**src/rtl/clock_mode_ctrl.sv**
```systemverilog
// Debounced three-key mode controller (RESET/SET/START) driving a one-second prescaler.
// Define CLOCK_MODE_CTRL_PAUSE_EN to add a PAUSE mode entered by set while running.
module clock_mode_ctrl #(
    parameter int unsigned TICK_MAX  = 49999999,
    parameter int unsigned DB_CYCLES = 1000000
) (
    input  logic        clk,
    input  logic        rst_n,
    input  logic        key_reset,
    input  logic        key_set,
    input  logic        key_start,
    output logic [3:0]  state,
    output logic [25:0] rCount,
    output logic        canIMove,
    output logic        tick
);

    localparam int unsigned DbW = (DB_CYCLES > 1) ? $clog2(DB_CYCLES) : 1;
    localparam logic [DbW-1:0] DbLast = DbW'(DB_CYCLES - 1);
    localparam logic [25:0] TickMax = 26'(TICK_MAX);

    typedef enum logic [3:0] {
        StReset = 4'd0,
        StSet   = 4'd1,
`ifdef CLOCK_MODE_CTRL_PAUSE_EN
        StPause = 4'd2,
`endif
        StStart = 4'd3
    } state_e;

    // Key index: 0 reset, 1 set, 2 start.
    logic [2:0]            keys_raw;
    logic [2:0]            sync1_q, sync2_q;
    logic [2:0]            db_q, db_d, db_dly_q;
    logic [2:0]            armed_q, armed_d;
    logic [2:0]            press_q, press_d;
    logic [2:0][DbW-1:0]   db_cnt_q, db_cnt_d;
    logic [1:0]            init_q;
    state_e                state_q, state_d;
    logic [25:0]           rcount_q, rcount_d;

    assign keys_raw = {key_start, key_set, key_reset};

    // A key only arms once it is seen released after reset, so a key held
    // through reset release never produces a press event.
    always_comb begin
        db_d    = db_q;
        armed_d = armed_q;
        for (int i = 0; i < 3; i++) begin
            db_cnt_d[i] = '0;
            if (sync2_q[i] != db_q[i]) begin
                if (db_cnt_q[i] == DbLast) begin
                    db_d[i] = sync2_q[i];
                end else begin
                    db_cnt_d[i] = db_cnt_q[i] + DbW'(1);
                end
            end
            if (init_q[1] && sync2_q[i] && db_q[i]) begin
                armed_d[i] = 1'b1;
            end
        end
        press_d = armed_q & db_dly_q & ~db_q;
    end

    always_ff @(posedge clk or negedge rst_n) begin
        if (!rst_n) begin
            sync1_q  <= '1;
            sync2_q  <= '1;
            db_q     <= '1;
            db_dly_q <= '1;
            db_cnt_q <= '0;
            armed_q  <= '0;
            press_q  <= '0;
            init_q   <= '0;
        end else begin
            sync1_q  <= keys_raw;
            sync2_q  <= sync1_q;
            db_q     <= db_d;
            db_dly_q <= db_q;
            db_cnt_q <= db_cnt_d;
            armed_q  <= armed_d;
            press_q  <= press_d;
            init_q   <= {init_q[0], 1'b1};
        end
    end

    always_comb begin
        state_d = state_q;
        if (press_q[0]) begin
            state_d = StReset;
        end else if (press_q[2]) begin
            state_d = StStart;
        end else if (press_q[1]) begin
            if (state_q == StReset) begin
                state_d = StSet;
`ifdef CLOCK_MODE_CTRL_PAUSE_EN
            end else if (state_q == StStart) begin
                state_d = StPause;
`endif
            end
        end

        // Count only while staying in START; entry shows 0 (or the frozen value) first.
        rcount_d = rcount_q;
        if (state_d == StStart && state_q == StStart) begin
            rcount_d = (rcount_q == TickMax) ? '0 : rcount_q + 26'd1;
        end else if (state_d == StReset || state_d == StSet) begin
            rcount_d = '0;
        end
    end

    always_ff @(posedge clk or negedge rst_n) begin
        if (!rst_n) begin
            state_q  <= StReset;
            rcount_q <= '0;
        end else begin
            state_q  <= state_d;
            rcount_q <= rcount_d;
        end
    end

    assign state    = state_q;
    assign rCount   = rcount_q;
    assign canIMove = (state_q == StStart);
    assign tick     = (state_q == StStart) && (rcount_q == TickMax);

endmodule

```
**config.mk**
```make
export PLATFORM = sky130hd
export DESIGN_NAME = clock_mode_ctrl
export DESIGN_NICKNAME = d
export VERILOG_FILES = /design/src/rtl/clock_mode_ctrl.sv
export SDC_FILE = /design/constraint.sdc
export NUM_CORES = 1
export LEC_CHECK = 0
export CAP_MARGIN = 20
export CELL_PAD_IN_SITES_DETAIL_PLACEMENT = 1
export CELL_PAD_IN_SITES_GLOBAL_PLACEMENT = 1
export CORE_MARGIN = 4
export CORE_UTILIZATION = 42
export CTS_CLUSTER_SIZE = 40
export DETAILED_ROUTE_END_ITERATION = 10
export PLACE_DENSITY = 0.72
export SLEW_MARGIN = 0
export SYNTH_ARGS = -nofsm -noshare
export SYNTH_HDL_FRONTEND = slang
export SYNTH_SLANG_ARGS = --single-unit
```
**constraint.sdc**
```tcl
create_clock -name clk -period 2.2 [get_ports clk]
set_input_delay 0.55 -clock clk [delete_from_list [all_inputs] [get_ports clk]]
set_output_delay 0.55 -clock clk [all_outputs]
set_load 0.01 [all_outputs]
```
==> results summary, run 1 <==
The flow ran to the end, but the final reports show violations. The final reports fail on setup timing. The worst hold slack came out at 0.130 ns. Dividing total power by cell area gives a power density of 638 mW/mm^2. The first detailed-routing pass took 4 iterations. The max-slew violation count is 0. The final period utilization came out at 111%. At the worst endpoint, the required time is 1.65 ns. The count of warnings emitted by yosys is 0. The global-route usage over all layers came out at 19.2%. Summed over all failing endpoints, the final setup total negative slack is -0.246 ns. The kind of launch point of the worst setup path is a register. The final layout contains routed wiring with a total length of 13100 um.

Summing the areas of all compound-gate instances in the mapped netlist gives 7.43% of the synthesized area. For this design, the slowest cell found on the critical path is sky130_fd_sc_hd__or4b_4. Dividing the detail-routed wire length by the instance count gives approximately 17 um. The synthesized-area fraction occupied by adder cells came out at 0.971%. Summing all placed instances gives a cell area of 0.00601 sq mm. The sequential element share of the synthesized area is 53.7%.

The maximum level of the CTS H-tree is 3. The insertion delay to the later sink of the worst-skew pair came out at 0.36 ns. The number of antenna diodes in the final layout is 0.

The worst path arrival time is 1.90 ns. The synthesized design contains 110 register bits. The number of nets handed over by synthesis was between 500 and 600. The congestion estimate from routability-driven global placement came to between 0.8 and 0.9. The least setup slack across all paths after layout is -0.246 ns. The core region is 0.0120 sq mm. For the pin with the worst max-slew slack, the measured transition is roughly 1 ns.

The number of instances in the synthesized netlist came out at 520. The xor/xnor cell area share of the yosys netlist is 9.68%. The commonest cells after synthesis are 98 x sky130_fd_sc_hd__dfrtp_1, 82 x sky130_fd_sc_hd__nor2_1, 46 x sky130_fd_sc_hd__nand2_1, 41 x sky130_fd_sc_hd__nand3_1, 39 x sky130_fd_sc_hd__xor2_1.

The min-delay analysis places its worst path in the category in2async. The design area came out at 0.00652 sq mm. The area of the mapped netlist is a little over 0.005 sq mm. The number of failing hold endpoints at the final stage came out at 0.

The multiplexer share of the synthesized area came out at 0.874%. 37 I/O pins were placed. The initial antenna violation count came to 0. The first global-routing pass estimated between 20000 and 25000 um of wire.

After synthesis, the largest family of logic cells by area is simple AND/OR/NAND/NOR gates. The peak supply drop came out at 0.425 mV. The post-synthesis average cell area is 9.91 sq um. Clock-pin slew was measured on the worst setup and hold paths at 0.08 ns. Summed over all instances, the cell type with the most area after synthesis is sky130_fd_sc_hd__dfrtp_1. Setup repair after global routing could not meet its margin everywhere. After global routing the overflow that remains totals 0. The number of maximum-capacitance violations came out at 0. The number of placement rows is 40. The number of different library cells used by synthesis comes to 48. The sum of net half-perimeters after detailed placement came out at 8970 um. The DRC violation total after the first TritonRoute iteration came out at 206. Across the routed clock network, the largest skew measured is 0.00795 ns. The kind of critical path is reg2out. In the final layout, the share of cells above drive strength 1 is about 18%. The number of synthesized flops with an enable pin is 0.

Timing would allow up to 409 MHz. The floorplan die area is between 0.01 and 0.015 sq mm. Clock tree synthesis inserted a total of 9 buffers.

In the post-synthesis netlist, the biggest area contributors are sky130_fd_sc_hd__dfrtp_1 48%, sky130_fd_sc_hd__xor2_1 6.6%, sky130_fd_sc_hd__dfstp_2 6.1%, sky130_fd_sc_hd__nor2_1 6.0%, sky130_fd_sc_hd__nand3_1 4.0%. For this run, asynchronously set or reset flops after synthesis account for 100%. The most used flip-flop cell after synthesis is sky130_fd_sc_hd__dfrtp_1. The floorplan step set the die width to 119 um. Headroom to the max-slew limit came out at 33.3%. The starting density of the core is 42.9%. In this run the static leakage power is 2.78 nW. The via count of the first global-routing pass is 4439. In the final design database the tool counted 614 nets. The die height came out at 119 um. The simple-gate share of the synthesized area came out at roughly 25%. The count of endpoints failing setup in the final report came out at 1. The worst setup path is captured at a primary output. The signal on the critical path passes through or4b_4 -> nor4_4 -> and4_1 -> buf_2. The number of vias in the routed layout came out at 4260. No sink is reached through more buffers than the 2 on the longest clock path. In the post-synthesis netlist, the cell with the most instances is sky130_fd_sc_hd__dfrtp_1.

The largest fanout on the critical path came out at 2. For this run, design rule violations remaining after detail routing come to 0. The pin count of the biggest net entering global routing came out at 42. The layout overhead on the synthesized area came out at 26.5%.

The number of sinks handled by clock tree synthesis came out at 110. The detail route stage leaves a number of antenna-violating nets equal to 0. The fraction of post-synthesis cell area in the top cell type by area came out at between 40% and 50%. The tree is rooted in a sky130_fd_sc_hd__clkbuf_16. The routed design could run at a clock period as short as 2.45 ns. The biggest cell delay along the critical path is roughly 0.55 ns. The ratio of routed vias to standard cells is ~5.6. TritonCTS built the clock tree.

The number of buffer cells added on primary ports is 36.
## layout make-up
type                            instances  area, sq um
Fill cell                            1340         5490
Sequential cell                       110         2770
Multi-Input combinational cell        387         2370
Timing Repair Buffer                   90          806
Clock buffer                           10          229
Tap cell                              147          184
Clock inverter                          6          134
Inverter                                7         26.3
## worst max-delay path, delay by kind of cell, from the launching register on
kind	cells	cell delay, ns
flip-flops	1	0.38
AND/OR/NAND/NOR	3	1.03
buffers and inverters	1	0.14
## cell families (layout without fill, tap and decap cells)
| group | count (synthesis) | after routing |
|---|---|---|
| xor gates and xnor gates | 57 | 57 |
| buffers and inverters | 24 | 113 |
| AOI/OAI and AO/OA | 59 | 60 |
| muxes | 4 | 4 |
| and+or+nand+nor | 261 | 261 |
| other | 1 | 1 |
| adders and majority gates | 4 | 4 |
| DFF | 110 | 110 |
## layout by cell type (no fill, tap or decap), drive strengths merged, types with 6 or more instances in the layout
cell,instances
xnor2,18
dfstp,12
nand4,21
nand2,46
buf,56
o21ai,7
and4,6
clkdlybuf4s50,33
nor4,13
a21oi,13
nand3,41
dfrtp,98
inv,7
xor2,39
clkbuf,10
and3,15
nor2,83
nor3,11
a31oi,24
## worst paths after layout
kind,end,from,cells past startpoint,slack (ns)
max,tick,rCount[10],4,-0.25
min,rCount[20],rst_n,1,0.13
max reg2reg,rCount[3],rCount[10],8,0.03
min reg2reg,sync2_q[2],sync1_q[2],0,0.36
max in group asynchronous,sync1_q[0],rst_n,2,1.43
min in group clk,sync2_q[2],sync1_q[2],0,0.36
## metrics by stage
stage	setup WS, ns	std cells	power [mW]	utilization [%]
2_1_floorplan	0.0545	520	2.14	-
3_3_place_gp	-0.282	732	2.21	50.0
3_5_place_dp	-0.338	732	2.22	50.0
4_1_cts	-0.277	749	4.21	53.4
5_1_grt	-0.304	757	4.31	54.3
6_report	-0.246	757	4.16	54.3
## state kept, by name (all words and copies together), names as in the netlist
register	cells
armed_q	3
init_q	2
db_cnt_q	60
sync1_q	3
state	4
press_q	3
db_dly_q	3
rCount	26
sync2_q	3
db_q	3
## layer usage
metal | up-vias | track usage [%] | routed length (um)
li1 | 2012 | - | -
met5 | - | 0 | 0
met4 | 0 | 7.97 | 284
met2 | 67 | 32.0 | 6410
met1 | 2160 | 25.0 | 5980
met3 | 21 | 3.01 | 432
## power by group
group | internal [mW] | switching [mW]
registers | 2.05 | 0.0215
logic | 0.0337 | 0.0728
clock network | 1.23 | 0.757
## repair_timing
action	CTS	global route
setup endpoints to repair	4	7
cloned	1	0
buffers inserted	1	8
hold buffers	0	0
gates resized for setup	11	7
pin swaps	5	5
Power figures use the tool's default switching activity.
==> inputs of run 2 (changes only) <==
- CORE_ASPECT_RATIO: unset -> 1.4
- CORE_UTILIZATION: 42 -> 45
- DONT_BUFFER_PORTS: unset -> 1
- PLACE_DENSITY: 0.72 -> 0.86
==> results summary, run 2 (synthesis results as in run 1) <==
The critical path is of the reg2out type. The total leakage power came out at 2.61 nW (-6.4%). The worst hold slack came to -0.114 ns (-0.244 ns). The layout overhead on the synthesized area came out at 19.3%. The critical path buffer and inverter count came out at 1 (unchanged). STA classifies the critical path startpoint as a register. Leaving out fill and tap cells, the most frequent cell in the layout is sky130_fd_sc_hd__dfrtp_1. The final critical delay including setup and external delays is 2.44 ns (-0.00498 ns). The via count of the first global-routing pass came out at 4622 (+4.1%). The design area came out at 0.00615 sq mm (-5.6%). The number of buffer cells added on primary ports was 0 (-100%). The overall power consumption is 3.75 mW (-9.8%).

The number of failing hold endpoints at the final stage came out at 98 (+98). The logic depth of the worst register-to-register path is 9 (+1). The headroom to the max-slew limit is 24.2% (-9.0 points).

The global-route wire length before repair came to 22900 um (+3.1%). The final reports fail on hold timing, setup timing. The worst path arrival time was 1.89 ns (about the same).

The total I/O pin count is 37 (unchanged). The pin slew with the least headroom to its limit is 1.14 ns (+0.135 ns). The pin count of the biggest net entering global routing came to 111 (+160%). Ranked by flip-flop count, first place goes to db_cnt_q. The register clock-pin slew on the reported worst setup and hold paths came to 0.07 ns (about the same). The DRC violation total after the first TritonRoute iteration came out at 278 (+35%). The number of detailed-route iterations in the first pass is 4 (unchanged). The number of vias in the routed layout is 4386 (+3.0%).

The max-slew violation count came to 0 (unchanged). The count of fill cells added during filler insertion came out at 1250 (-6.7%). The sum of net half-perimeters after detailed placement is 9140 um (+1.8%). The average detailed-routed wire length per instance came out at 22.4 um (+30%). The number of sinks handled by clock tree synthesis was 110 (unchanged).

Among all stages on the critical path, the largest delay is contributed by sky130_fd_sc_hd__dfrtp_1. The kind of cell with the highest combined delay along the critical path is simple AND/OR/NAND/NOR gates. The DRC violations left is 0 (unchanged). The clock tree root buffer cell is sky130_fd_sc_hd__clkbuf_16.

The launch instance of the worst register-to-register path is rCount[11]. The biggest cell delay along the critical path is 0.37 ns (-0.18 ns). The maximum level of the CTS H-tree was 3 (unchanged).

The data required time at the worst endpoint is 1.65 ns (about the same). The worst clock skew came to 0.0124 ns (+0.00443 ns). The peak supply drop is 0.365 mV (-14%).

The classification of the worst-slack hold path is in2async. The final period utilization is 111% (-0.23 points). The ratio of routed vias to standard cells is 6.19 (+9.9%). The number of nets still failing antenna checks after routing is 0 (unchanged).

The count of endpoints failing setup in the final report came out at 25 (+24). The total cell area at the placement stage came out at 0.00553 sq mm (-8.0%). The chip width came out at 98.5 um (-17%). The number of maximum-capacitance violations is 0 (unchanged). The number of nets at the end of the flow was 569 (-7.3%).

The largest fanout on the critical path came out at 9 (+7). Traced cell by cell, the critical path runs through ha_1 -> nand4_1 -> nor2_4 -> buf_4 -> and4_4. The final antenna diode count is 0 (unchanged). The flip-flop count of the largest register, all copies and words added came out at 60 (unchanged).

The global-route usage over all layers is 21.2% (+2.0 points). The starting density of the core came out at 45.7% (+2.8 points). The initial antenna violation count came out at 0 (unchanged).

The core area is 0.0113 sq mm (-6.1%). The power per unit of standard cell area is 610 mW/mm^2 (-4.4%). The worst reg-to-reg setup slack is -0.18 ns (-0.21 ns). The overall routed net length came out at 15900 um (+21%). The buffer levels on the longest clock path was 2 (unchanged). TritonCTS built the clock tree. In the layout the commonest cells are 97 x sky130_fd_sc_hd__dfrtp_1, 82 x sky130_fd_sc_hd__nor2_1, 44 x sky130_fd_sc_hd__nand2_1, 40 x sky130_fd_sc_hd__nand3_1, 39 x sky130_fd_sc_hd__xor2_1. Setup repair after global routing could not meet its margin everywhere. The worst reg2reg path endpoint is rCount[15]. The final weighted congestion of routability-driven global placement came to 0.857 (+3.3%).

The fraction of layout cells with a size suffix above 1 came out at 19.5% (+1.6 points). The aggregate global routing overflow came to 0 (unchanged). The floorplan die area came to 0.0133 sq mm (-6.1%). The insertion delay to the later sink of the worst-skew pair is 0.35 ns (about the same). The least setup slack across all paths after layout came out at -0.241 ns (+0.00498 ns). The TritonCTS buffer count is 9 (unchanged). STA classifies the critical path endpoint as a primary output. The highest clock frequency the design can meet is 410 MHz (+0.20%). The run finished, with violations left. The die height was 135 um (+13%). The number of placement rows came out at 46 (+15%).
-- run 2: changes by cell type in the layout (fill, tap and decap cells not counted), moves of 2 or more --
cell | previous run | this run
sky130_fd_sc_hd__clkbuf_1 | 1 | 4
sky130_fd_sc_hd__clkbuf_16 | 9 | 13
sky130_fd_sc_hd__bufinv_16 | 4 | 1
sky130_fd_sc_hd__a31oi_1 | 20 | 18
sky130_fd_sc_hd__a21oi_1 | 13 | 4
sky130_fd_sc_hd__clkdlybuf4s50_1 | 33 | 0
sky130_fd_sc_hd__buf_4 | 49 | 38
sky130_fd_sc_hd__nand2_1 | 46 | 44
sky130_fd_sc_hd__buf_6 | 3 | 1
sky130_fd_sc_hd__nand2_2 | 0 | 2
sky130_fd_sc_hd__a21oi_2 | 0 | 9
-- run 2: repair_timing --
item / CTS / global route
gates cloned: 0 / 4
pin swaps: 1 / 14
setup endpoints to repair: 1 / 48
resized for setup: 5 / 34
hold endpoints to repair: 98 / 98
setup buffers: 1 / 7
-- run 2: worst max-delay path by stage --
| stage | startpoint | end | slack [ns] | cells past startpoint |
|---|---|---|---|---|
| after floorplan | rCount[11] | rCount[21] | 0.05 | 7 |
| after global placement | press_q[0] | rCount[17] | 0.11 | 5 |
| after detailed placement | press_q[0] | rCount[17] | 0.05 | 5 |
| after CTS | rCount[16] | tick | -0.25 | 4 |
| after global routing | rCount[0] | tick | -0.34 | 5 |
| final | rCount[0] | tick | -0.24 | 5 |
-- run 2: final cells by class --
| type | count | area [sq um] | share of cell area, % |
|---|---|---|---|
| clock inverters | 2 | 35.0 | 0.569 |
| inverters | 7 | 26.3 | 0.427 |
| well taps | 144 | 180 | 2.93 |
| multi-input cells | 386 | 2440 | 39.6 |
| repair buffers | 46 | 452 | 7.34 |
| clock buffers | 14 | 254 | 4.13 |
| flip-flops and latches | 110 | 2770 | 45.0 |
-- run 2: power by group --
group          total, mW  leakage [nW]  internal [mW]  switching, mW
sequential          2.07          1.48           2.05         0.0230
clock               1.63         0.141          0.916          0.718
combinational     0.0502         0.983         0.0182         0.0320
total               3.75          2.61           2.98          0.773
-- run 2: metrics by stage --
| stage | instances | setup TNS, ns | utilization [%] | worst slack [ns] |
|---|---|---|---|---|
| global placement | 682 | 0 | 49.0 | 0.105 |
| floorplan | 520 | 0 | - | 0.0545 |
| detailed placement | 682 | 0 | 49.0 | 0.0510 |
| finish | 709 | -2.76 | 54.5 | -0.241 |
| CTS | 699 | -0.245 | 51.8 | -0.245 |
| global route | 709 | -4.60 | 54.5 | -0.344 |
-- run 2: routing by layer --
layer,up-vias,share of wire [%],wire length (um),global-route usage (%)
li1,1922,-,-,-
met1,2267,37,5900,24.5
met2,147,55,8720,38.3
met3,50,4.4,705,4.29
met4,0,3.7,582,8.50
met5,-,0,0,0
==> inputs of run 3 (changes only) <==
- CELL_PAD_IN_SITES_DETAIL_PLACEMENT: 1 -> unset
- CELL_PAD_IN_SITES_GLOBAL_PLACEMENT: 1 -> unset
- PLACE_DENSITY: 0.86 -> 0.72
==> results summary, run 3 (synthesis results as in run 1) <==
The total leakage power is 2.49 nW (-4.6%). The biggest cell delay along the critical path came out at 0.55 ns (+0.18 ns). The met1 track utilization from global routing came to 20.2% (-4.3 points).

The via count of the first global-routing pass is 4009 (-13%). The overall power consumption was 3.77 mW (+0.32%). The sum of negative setup slack is -0.133 ns (+2.63 ns). The average detailed-routed wire length per instance is 15.8 um (-30%).

The ratio of routed vias to standard cells is 5.75 (-7.1%). The initial antenna violation count came out at 0 (unchanged). The worst setup path is captured at a primary output. The worst hold slack came to -0.103 ns (+0.0112 ns).

The final period utilization is 106% (-4.9 points). The DRC violations left came out at 0 (unchanged). The worst clock skew is 0.0158 ns (+0.00342 ns). The data required time at the worst endpoint was 1.65 ns (about the same). The global-route wire length before repair was 18500 um (-19%).

The headroom to the max-slew limit came out at 38.5% (+14 points). The count of fill cells added during filler insertion is 1031 (-18%). The tightest min-delay check is of the in2async type. The chip width was 98.5 um (unchanged).

The max-slew violation count came out at 0 (unchanged). The number of buffer cells added on primary ports is 0 (unchanged). The starting density of the core was 45.7% (unchanged). The maximum level of the CTS H-tree came to 3 (unchanged).

The global-route usage over all layers came out at 17.0% (-4.3 points). The highest clock frequency the design can meet came to 429 MHz (+4.6%). The number of vias in the routed layout came out at 3994 (-8.9%). The flip-flop count of the largest register, all copies and words added is 60 (unchanged). Setup repair after global routing could not meet its margin everywhere.

The count of endpoints failing setup in the final report is 1 (-96%). The met2 layer usage reported by global route came out at 28.3% (-10 points). The fraction of layout cells with a size suffix above 1 is 14.2% (-5.3 points). The worst path arrival time was 1.78 ns (-0.11 ns). The flip-flop and latch area came out at 0.00277 sq mm (about the same). The critical path buffer and inverter count came out at 0 (-1). The cell at the slowest stage of the critical path is sky130_fd_sc_hd__or4b_4.

The critical path goes through or4b_4 -> nor4_4 -> and4_4. The TritonCTS buffer count came out at 9 (unchanged). Leaving out fill and tap cells, the most frequent cell in the layout is sky130_fd_sc_hd__dfrtp_1.

The total I/O pin count is 37 (unchanged). The aggregate global routing overflow came to 0 (unchanged). The final standard cell count with taps included and fillers excluded is 695 (-2.0%).

The final weighted congestion of routability-driven global placement is 0.859 (+0.34%). The number of placement rows is 46 (unchanged). The die height was 135 um (unchanged). The insertion delay to the later sink of the worst-skew pair came out at 0.35 ns (about the same). The overall routed net length is 11000 um (-31%). The routing usage on met3 came out at 4.34% (+0.052 points). The power per unit of standard cell area came to 646 mW/mm^2 (+5.8%). TritonCTS built the clock tree. The flow ran to the end, but the final reports show violations. The sum of net half-perimeters after detailed placement is 7420 um (-19%).

The pin count of the biggest net entering global routing came out at 111 (unchanged). The least setup slack across all paths after layout is -0.133 ns (+0.108 ns). The DRC violation total after the first TritonRoute iteration came to 202 (-27%).

The number of nets still failing antenna checks after routing is 0 (unchanged). The register clock-pin slew on the reported worst setup and hold paths came to 0.07 ns (about the same). The buffer levels on the longest clock path came out at 2 (unchanged). The floorplan die area was 0.0133 sq mm (unchanged). The checks that failed: hold timing, setup timing. The number of detailed-route iterations in the first pass came out at 5 (+1). The placed cell count is 677 (-0.73%). STA classifies the critical path startpoint as a register. The number of failing hold endpoints at the final stage is 98 (unchanged). The area of the multi-input gates is 0.00232 sq mm (-4.9%). The final antenna diode count came to 0 (unchanged). The number of logic stages on the critical path including buffering is 3 (-2). Broken down by cell family, the worst path's largest delay share belongs to simple AND/OR/NAND/NOR gates. The logic depth of the worst register-to-register path is 7 (-2).

In the layout the commonest cells are 98 x sky130_fd_sc_hd__dfrtp_1, 82 x sky130_fd_sc_hd__nor2_1, 46 x sky130_fd_sc_hd__nand2_1, 41 x sky130_fd_sc_hd__nand3_1, 39 x sky130_fd_sc_hd__xor2_1. The kind of critical path is reg2out. The final critical delay including setup and external delays was 2.33 ns (-0.108 ns). The root buffer cell chosen for the clock tree is sky130_fd_sc_hd__clkbuf_16. The pre-CTS worst setup slack came out at 0.0391 ns (-0.0120 ns). The layout overhead on the synthesized area came out at 13.1%. The number of sinks handled by clock tree synthesis is 110 (unchanged). The peak supply drop is 0.392 mV (+7.5%). The pin slew with the least headroom to its limit came out at 0.922 ns (-0.214 ns). The core area is 0.0113 sq mm (unchanged). db_cnt_q holds more flip-flops than any other register.

The number of nets at the end of the flow was 555 (-2.5%). The number of maximum-capacitance violations is 0 (unchanged). The largest fanout on the critical path is 2 (-7). In this run the most used layer during global routing was met2.
## run 3: per-stage QoR
step	hold WS (ns)	area, sq um	utilization (%)
2_1_floorplan	0.254	5150	-
3_3_place_gp	0.258	5490	48.7
3_5_place_dp	0.257	5490	48.7
4_1_cts	-0.121	5820	51.6
5_1_grt	-0.123	5830	51.7
6_report	-0.103	5830	51.7
## run 3: final cells by class
type | instances | area share (%)
Tap cell | 144 | 3.09
Multi-Input combinational cell | 386 | 39.7
Sequential cell | 110 | 47.5
Clock inverter | 4 | 0.944
Clock buffer | 12 | 4.23
Timing Repair Buffer | 32 | 4.12
Inverter | 7 | 0.451
## run 3: timing repair
item                                   in CTS  in global routing
pin swaps                                   3                  3
setup endpoints to repair                   1                  7
gates cloned                                0                  0
endpoints found under the hold margin      98                 98
gates resized for setup                     3                  2
buffers inserted                            1                  1
## run 3: path summary, 6_finish.rpt
check | startpoint | endpoint | slack (ns)
setup / recovery | rCount[10] | tick | -0.13
setup reg to reg | rCount[10] | rCount[9] | 0.08
max in group asynchronous | rst_n | db_dly_q[1] | 2.08
hold reg to reg | init_q[0] | init_q[1] | 0.35
hold / removal | rst_n | db_cnt_q[8] | -0.10
min in group clk | key_start | sync1_q[2] | 0.20
## run 3: report_power, final
group,internal (mW),total [mW],switching (mW)
Clock,0.922,1.65,0.731
Sequential,2.05,2.07,0.0201
Combinational,0.0169,0.0462,0.0292
## run 3: metal layers
| layer | vias up | part of all wire, % |
|---|---|---|
| li1 | 1885 | - |
| met1 | 2006 | 41 |
| met2 | 86 | 52 |
| met3 | 17 | 5.4 |
| met4 | 0 | 1.8 |
| met5 | - | 0 |
